`src/rtl/serial_addsub_pkg.sv`:
```
// Shared types and constants for the bit-serial add/subtract engine.
// Optional signed-overflow output is enabled with SERIAL_ADDSUB_OVF_EN.
package serial_addsub_pkg;

   typedef enum logic [1:0] {
      IDLE = 2'd0,
      RUN  = 2'd1,
      DONE = 2'd2
   } state_t;

   localparam logic OP_ADD = 1'b0;
   localparam logic OP_SUB = 1'b1;

endpackage

```
`src/rtl/serial_addsub_ctrl_if.sv`:
```
// Start/done request bus between a requester and the serial add/subtract engine.
// The ovf signal exists only when SERIAL_ADDSUB_OVF_EN is defined.
interface serial_addsub_ctrl_if #(
   parameter int WIDTH = 8
);

   logic             start;
   logic             op;
   logic [WIDTH-1:0] a;
   logic [WIDTH-1:0] b;
   logic             busy;
   logic             done;
   logic [WIDTH-1:0] result;
   logic             cout_bout;
`ifdef SERIAL_ADDSUB_OVF_EN
   logic             ovf;
`endif

`ifdef SERIAL_ADDSUB_OVF_EN
   modport master (
      output start, op, a, b,
      input  busy, done, result, cout_bout, ovf
   );

   modport slave (
      input  start, op, a, b,
      output busy, done, result, cout_bout, ovf
   );
`else
   modport master (
      output start, op, a, b,
      input  busy, done, result, cout_bout
   );

   modport slave (
      input  start, op, a, b,
      output busy, done, result, cout_bout
   );
`endif

endinterface

```
`src/rtl/serial_addsub_ctrl_cell.sv`:
```
// Combinational 1-bit full-adder / full-subtractor cell; sel picks add or subtract.
module addsub_bit_cell
   import serial_addsub_pkg::*;
(
   input  logic a,
   input  logic b,
   input  logic cin_bin,
   input  logic sel,
   output logic sum_diff,
   output logic cout_bout
);

   // The sum and difference bits are the same XOR; only the carry/borrow differs.
   always_comb begin
      sum_diff  = a ^ b ^ cin_bin;
      cout_bout = (a & b) | (cin_bin & (a ^ b));
      if (sel == OP_SUB) begin
         cout_bout = (~a & b) | (cin_bin & ~(a ^ b));
      end
   end

endmodule

```
`src/rtl/serial_addsub_ctrl.sv`:
```
// Bit-serial add/subtract engine: one 1-bit cell sequenced LSB first over WIDTH cycles.
// Define SERIAL_ADDSUB_OVF_EN to add the registered signed-overflow output.
module serial_addsub_ctrl
   import serial_addsub_pkg::*;
#(
   parameter int WIDTH = 8
) (
   input  logic                 clk,
   input  logic                 rst_n,
   serial_addsub_ctrl_if.slave  bus
);

   localparam int CNT_W = $clog2(WIDTH);

   state_t             state;
   state_t             next_state;
   logic [WIDTH-1:0]   a_sh;
   logic [WIDTH-1:0]   b_sh;
   logic [WIDTH-1:0]   res_sh;
   logic [WIDTH-1:0]   res_next;
   logic               cb_q;
   logic               op_r;
   logic [CNT_W-1:0]   cnt;
   logic               last_bit;
   logic [WIDTH-1:0]   result_q;
   logic               cout_q;
   logic               cell_bit;
   logic               cell_cb;
`ifdef SERIAL_ADDSUB_OVF_EN
   logic               ovf_q;
`endif

   addsub_bit_cell u_cell (
      .a         (a_sh[0]),
      .b         (b_sh[0]),
      .cin_bin   (cb_q),
      .sel       (op_r),
      .sum_diff  (cell_bit),
      .cout_bout (cell_cb)
   );

   assign last_bit = (cnt == CNT_W'(WIDTH - 1));
   assign res_next = {cell_bit, res_sh[WIDTH-1:1]};

   always_ff @(posedge clk or negedge rst_n) begin
      if (!rst_n) begin
         state <= IDLE;
      end else begin
         state <= next_state;
      end
   end

   always_comb begin
      next_state = state;
      case (state)
         IDLE:    if (bus.start) next_state = RUN;
         RUN:     if (last_bit)  next_state = DONE;
         DONE:    next_state = IDLE;
         default: next_state = IDLE;
      endcase
   end

   // The final RUN edge already holds the last cell output, so the result
   // registers load from the shift path on the same edge that enters DONE.
   always_ff @(posedge clk or negedge rst_n) begin
      if (!rst_n) begin
         a_sh     <= '0;
         b_sh     <= '0;
         res_sh   <= '0;
         cb_q     <= 1'b0;
         op_r     <= OP_ADD;
         cnt      <= '0;
         result_q <= '0;
         cout_q   <= 1'b0;
`ifdef SERIAL_ADDSUB_OVF_EN
         ovf_q    <= 1'b0;
`endif
      end else begin
         case (state)
            IDLE: begin
               if (bus.start) begin
                  a_sh <= bus.a;
                  b_sh <= bus.b;
                  op_r <= bus.op;
                  cb_q <= 1'b0;
                  cnt  <= '0;
               end
            end
            RUN: begin
               a_sh   <= a_sh >> 1;
               b_sh   <= b_sh >> 1;
               res_sh <= res_next;
               cb_q   <= cell_cb;
               cnt    <= cnt + 1'b1;
               if (last_bit) begin
                  result_q <= res_next;
                  cout_q   <= cell_cb;
`ifdef SERIAL_ADDSUB_OVF_EN
                  // cb_q is the carry/borrow into the MSB during the last bit.
                  ovf_q    <= cb_q ^ cell_cb;
`endif
               end
            end
            default: begin
            end
         endcase
      end
   end

   assign bus.busy      = (state == RUN);
   assign bus.done      = (state == DONE);
   assign bus.result    = result_q;
   assign bus.cout_bout = cout_q;
`ifdef SERIAL_ADDSUB_OVF_EN
   assign bus.ovf       = ovf_q;
`endif

endmodule
```
`src/flat_wrapper.sv`:
```
// flat-port wrapper written by rule: the top's interface ports become plain ports
module serial_addsub_ctrl_flat import serial_addsub_pkg::*;
#(
   parameter int WIDTH = 8
)
  (clk, rst_n, bus_start, bus_op, bus_a, bus_b, bus_busy, bus_done, bus_result, bus_cout_bout);
  serial_addsub_ctrl_if #(.WIDTH(WIDTH)) bus_i ();
  input  logic clk;
  input  logic rst_n;
  input wire logic [$bits(bus_i.start)-1:0] bus_start;
  input wire logic [$bits(bus_i.op)-1:0] bus_op;
  input wire logic [$bits(bus_i.a)-1:0] bus_a;
  input wire logic [$bits(bus_i.b)-1:0] bus_b;
  output wire logic [$bits(bus_i.busy)-1:0] bus_busy;
  output wire logic [$bits(bus_i.done)-1:0] bus_done;
  output wire logic [$bits(bus_i.result)-1:0] bus_result;
  output wire logic [$bits(bus_i.cout_bout)-1:0] bus_cout_bout;
  assign bus_i.start = bus_start;
  assign bus_i.op = bus_op;
  assign bus_i.a = bus_a;
  assign bus_i.b = bus_b;
  assign bus_busy = bus_i.busy;
  assign bus_done = bus_i.done;
  assign bus_result = bus_i.result;
  assign bus_cout_bout = bus_i.cout_bout;
  serial_addsub_ctrl #(.WIDTH(WIDTH)) u_core (.clk(clk), .rst_n(rst_n), .bus(bus_i));
endmodule
```
`config.mk`:
```
export PLATFORM = sky130hd
export DESIGN_NAME = serial_addsub_ctrl_flat
export DESIGN_NICKNAME = d
export VERILOG_FILES = /design/src/rtl/serial_addsub_pkg.sv /design/src/rtl/serial_addsub_ctrl_if.sv /design/src/rtl/serial_addsub_ctrl_cell.sv /design/src/rtl/serial_addsub_ctrl.sv /design/src/flat_wrapper.sv
export SDC_FILE = /design/constraint.sdc
export NUM_CORES = 1
export LEC_CHECK = 0
export BUFFER_PORTS_ARGS = -buffer_cell sky130_fd_sc_hd__buf_2
export CORE_ASPECT_RATIO = 0.5
export CORE_MARGIN = 3
export CORE_UTILIZATION = 55
export DETAILED_ROUTE_END_ITERATION = 6
export GPL_TIMING_DRIVEN = 0
export PLACE_DENSITY_LB_ADDON = 0.12
export SYNTH_ARGS = -nofsm -noshare
export SYNTH_HDL_FRONTEND = slang
export SYNTH_SLANG_ARGS = --single-unit
```
`constraint.sdc`:
```
create_clock -name clk -period 2.6 [get_ports clk]
set_input_delay 0.52 -clock clk [delete_from_list [all_inputs] [get_ports clk]]
set_output_delay 0.52 -clock clk [all_outputs]
set_load 0.03 [all_outputs]
```
Word-level counts from Yosys, hierarchy flattened --
Index checks and enable logic that the tools add are counted.
Storage, ports and cells: logic and storage cells 43, output and inout port bits 11, input bits 20, bits in registers 40
Operators by class: reductions and logical operators 6, add/subtract/negate cells 1, bitwise logic cells 10, multiplexer cells 12, equality and inequality tests 5
Operator list (number):
- case mux 8 bit (2 select lines) | 2
- two-way mux 8 bit | 2
- AND reduction 2 bit | 4
- case mux 3 bit (2 select lines) | 1
- bitwise AND 1 bit | 4
- two-way mux 2 bit | 2
- case mux 2 bit (2 select lines) | 1
- adder 3 x 1 -> 3 bit, second input constant | 1
- == test 3 bit, second input constant | 1
- two-way mux 3 bit | 1
- == test 2 x 1 -> 1 bit, second input constant | 1
- == test 2 bit, second input constant | 1
- logical NOT 2 bit | 1
- two-way mux 1 bit | 2
- inequality test 2 x 1 -> 1 bit, second input constant | 1
- inequality test 2 bit, second input constant | 1
- inverter 1 bit | 2
- bitwise OR 1 bit | 2
- case mux 1 bit (2 select lines) | 1
- nonzero test 2 bit | 1
- bitwise XOR 1 bit | 2

Depth between registers and ports, before layout --
depth in word-level cells 6, gate-level depth with buffers 6, depth with buffers taken out 5

Modules after synthesis --
From an unflattened synthesis, not the netlist that was laid out.
Second synthesis, totals: cell total of the unflattened synthesis 154, area, all modules 1809.2 um^2
Modules (own cells, without submodules):
- serial_addsub_ctrl | cells each 148, instances 1, area each 1747.9 um^2
- addsub_bit_cell | cells each 6, instances 1, area each 61.3 um^2

Least setup slack after synthesis --
No wires, ideal clock.
kind flip-flop to output port, start register u_core.state[1], end output bus_done, data arrival time 1064 ps, path slack 1016 ps, cell stages (with the launch flop) 5, path buffers 2, cell sequence dfrtp_1 > buf_6 > inv_1 > buf_2 > nor2_1
Between the ends: cells in the longest elaborated chain, start to end 1
RTL lines:
- from (decl) | line serial_addsub_ctrl.sv:15 | state_t state;
- from (signal assigned) | line serial_addsub_ctrl.sv:49 | state <= next_state;
- == test 2 bit | line serial_addsub_ctrl.sv:111 | assign bus.done = (state == DONE);
- to (decl) | line flat_wrapper.sv:15 | output wire logic [$bits(bus_i.done)-1:0] bus_done;
No other way between the ends.

Worst setup path in the final report --
start register u_core.state[1], end output bus_busy
Between the ends: cells in the longest elaborated chain, start to end 1
RTL lines:
- == test 2 x 1 -> 1 bit | line serial_addsub_ctrl.sv:110 | assign bus.busy = (state == RUN);
- to (decl) | line flat_wrapper.sv:14 | output wire logic [$bits(bus_i.busy)-1:0] bus_busy;
No other way between the ends.

==> qor.csv <==
metric;value;unit
status;finished, final reports clean;
Synthesis Warnings;0;
met2 WL;1500;microns
Synth Net Count;168;
synth unique cells;27;
Post-CTS Resized;0;
Relative slew margins;43.9;%
area delta synth->final;15.8;%
Clk pin slew, worst setup/hold paths;0.08;ns
clock buffer depth;2;
1st-iter DRT viols;64;
worst skew pair latency;0.28;ns
Initial Utilization;62.4;%
vias in the first global route;1232;
WL met1;1580;microns
H-tree level count;2;
number of I/O port buffers;29;
die area;0.00393;sq mm
drt pass-1 iters;4;
CTS Sinks;39;
leakage;0.950;nW
Critical Setup Path Class;flip-flop to output pin;
Congestion Overflow GR;0;
Final setup viols;0;
CP Data Arrival Time;1.41;ns
DIE HEIGHT;45.9;microns
flops & latches, synth;39;
GPL Wtd Cong;0.759;
crit start category;flip-flop;
CTS tree;built;
Tmin final;1.93;ns
Num CTS Buffers;5;
commonest non-fill, non-tap cell in the layout;dfrtp_1;
MaxCap Viol Count;0;
vias;1239;
Top Metal Used;met4;
initial antenna violation count;0;
placed insts;210;
fmax;518;MHz
largest net degree at the start of global routing;40;
Mapped Avg Cell Area;12.1;sq um
period utilization;74.3;%
fin. max-slew vios;0;
met3 WL;203;microns
Rows;13;
RSZ-0062 raised after global routing;false;
nets@finish;204;
Crit path required time;2.08;ns
CP endpoint kind;output pin;
clk root buf;clkbuf_8;
Worst Path Max Fanout;10;
final setup margin;0.669;ns
Routed Wire Length;3300;microns
core area;0.00280;sq mm
Setup Buffers After CTS;0;
most frequent cells in the layout;39 x dfrtp_1, 33 x buf_2, 24 x o22ai_1;
WL/cell;15.1;microns
hold buffer count at cts;0;
Post-DP HPWL;2330;microns
Final Total Pwr;0.00257;W
GRT Overall Usage;19.4;%
final hold violations;0;
worst reg-to-reg path cell count;5;
routed vias/inst;5.68;
post-route antenna net violation count;0;
Mapped Cells;144;
Non-Filler Instances;218;
Setup WS pre-CTS;0.990;ns
I/O pins;31;
layout cell share with drive strength beyond 1;34.8;%
Tightest Pin Transition;0.841;ns
Clock Skew;0.00337;ns
drt drc;0;
first-pass GRT wire length;5640;microns
Pwr Density;1270;mW/mm^2
Syn Std Cell Area;0.00175;sq mm
Worst VDD drop;0.648;mV
Setup TNS Final;0;ns
Hold Worst Slack;0.333;ns
Chip Width;85.7;microns
# diodes;0;
Hold WC Path Type;primary input to async pin;
Seq/Total Area, Yosys;55.9;%
-- state kept, by name (all words and copies together) (netlist names) --
register and flops:
u_core.op_r 1, u_core.cnt 3, u_core.b_sh 8, u_core.cb_q 1
u_core.bus.result 8, u_core.bus.cout_bout 1, u_core.a_sh 8, u_core.state 2
u_core.res_sh 7
-- power breakdown --
group          total [W]  leakage [nW]  switching (W)  internal [W]
logic            0.00107         0.434       0.000571      0.000502
clock network   0.000394        0.0477       0.000211      0.000184
registers        0.00110         0.469       0.000201      0.000899
-- Yosys cell counts, drive strengths merged --
library cell,number,share of area (%)
ha,2,1.4
inv,6,1.3
o21ai,10,2.9
o21bai,1,0.43
clkbuf,1,0.21
mux2i,1,0.57
a21oi,14,4.0
nand3b,1,1.1
dfrtp,39,56
a221oi,1,0.50
o22ai,24,8.6
or4b,1,0.57
or2,1,0.36
nor2b,1,0.36
mux2,14,9.7
nor2,3,0.64
fa,2,2.3
o32ai,1,0.50
nand2b,2,1.1
nand2,7,1.5
buf,10,5.0
a22o,2,1.0
-- cell families after synthesis --
logic type | synth area share [%]
AOI/OAI and AO/OA | 17.9
DFF | 55.9
muxes | 10.2
adders and majority gates | 3.72
buffers and inverters | 6.52
and+or+nand+nor | 5.73
-- critical path, stage by stage, from the launching register on --
cell and delay (ns):
dfrtp_1 0.38, buf_6 0.14, nand2b_4 0.13, buf_6 0.13
inv_1 0.12, buf_2 0.22
-- cell type report --
cell class / count / area, sq um
inverter: 6 / 22.5
multi-input combinational: 88 / 657
fill: 196 / 776
tap: 37 / 46.3
clock inverter: 3 / 15.0
buffer: 11 / 91.3
sequential: 39 / 976
clock buffer: 5 / 68.8
timing repair buffer: 29 / 145
-- routing by layer --
layer  GRT usage [%]  vias to the layer above
met2            32.4                       35
met4            6.62                        0
met5               0                        -
li1                -                      595
met3            6.50                        4
met1            24.4                      605
-- per-stage QoR --
step	cell area (sq um)	util [%]
after floorplan	1750	-
after global placement	1940	69.3
after detailed placement	1940	69.3
after CTS	2020	72.3
after global routing	2020	72.3
final	2020	72.3
-- path summary, 6_finish.rpt --
path	start	slack [ns]	end
min	rst_n	0.33	u_core.bus.result[1]
min reg2reg	u_core.bus.cout_bout	0.49	u_core.bus.cout_bout
min in group clk	bus_op	0.46	u_core.op_r
max reg2reg	u_core.cnt[0]	1.07	u_core.bus.result[6]
max in group asynchronous	rst_n	1.73	u_core.b_sh[7]
max	u_core.state[1]	0.67	bus_busy
(Power assumes the default switching activity.)
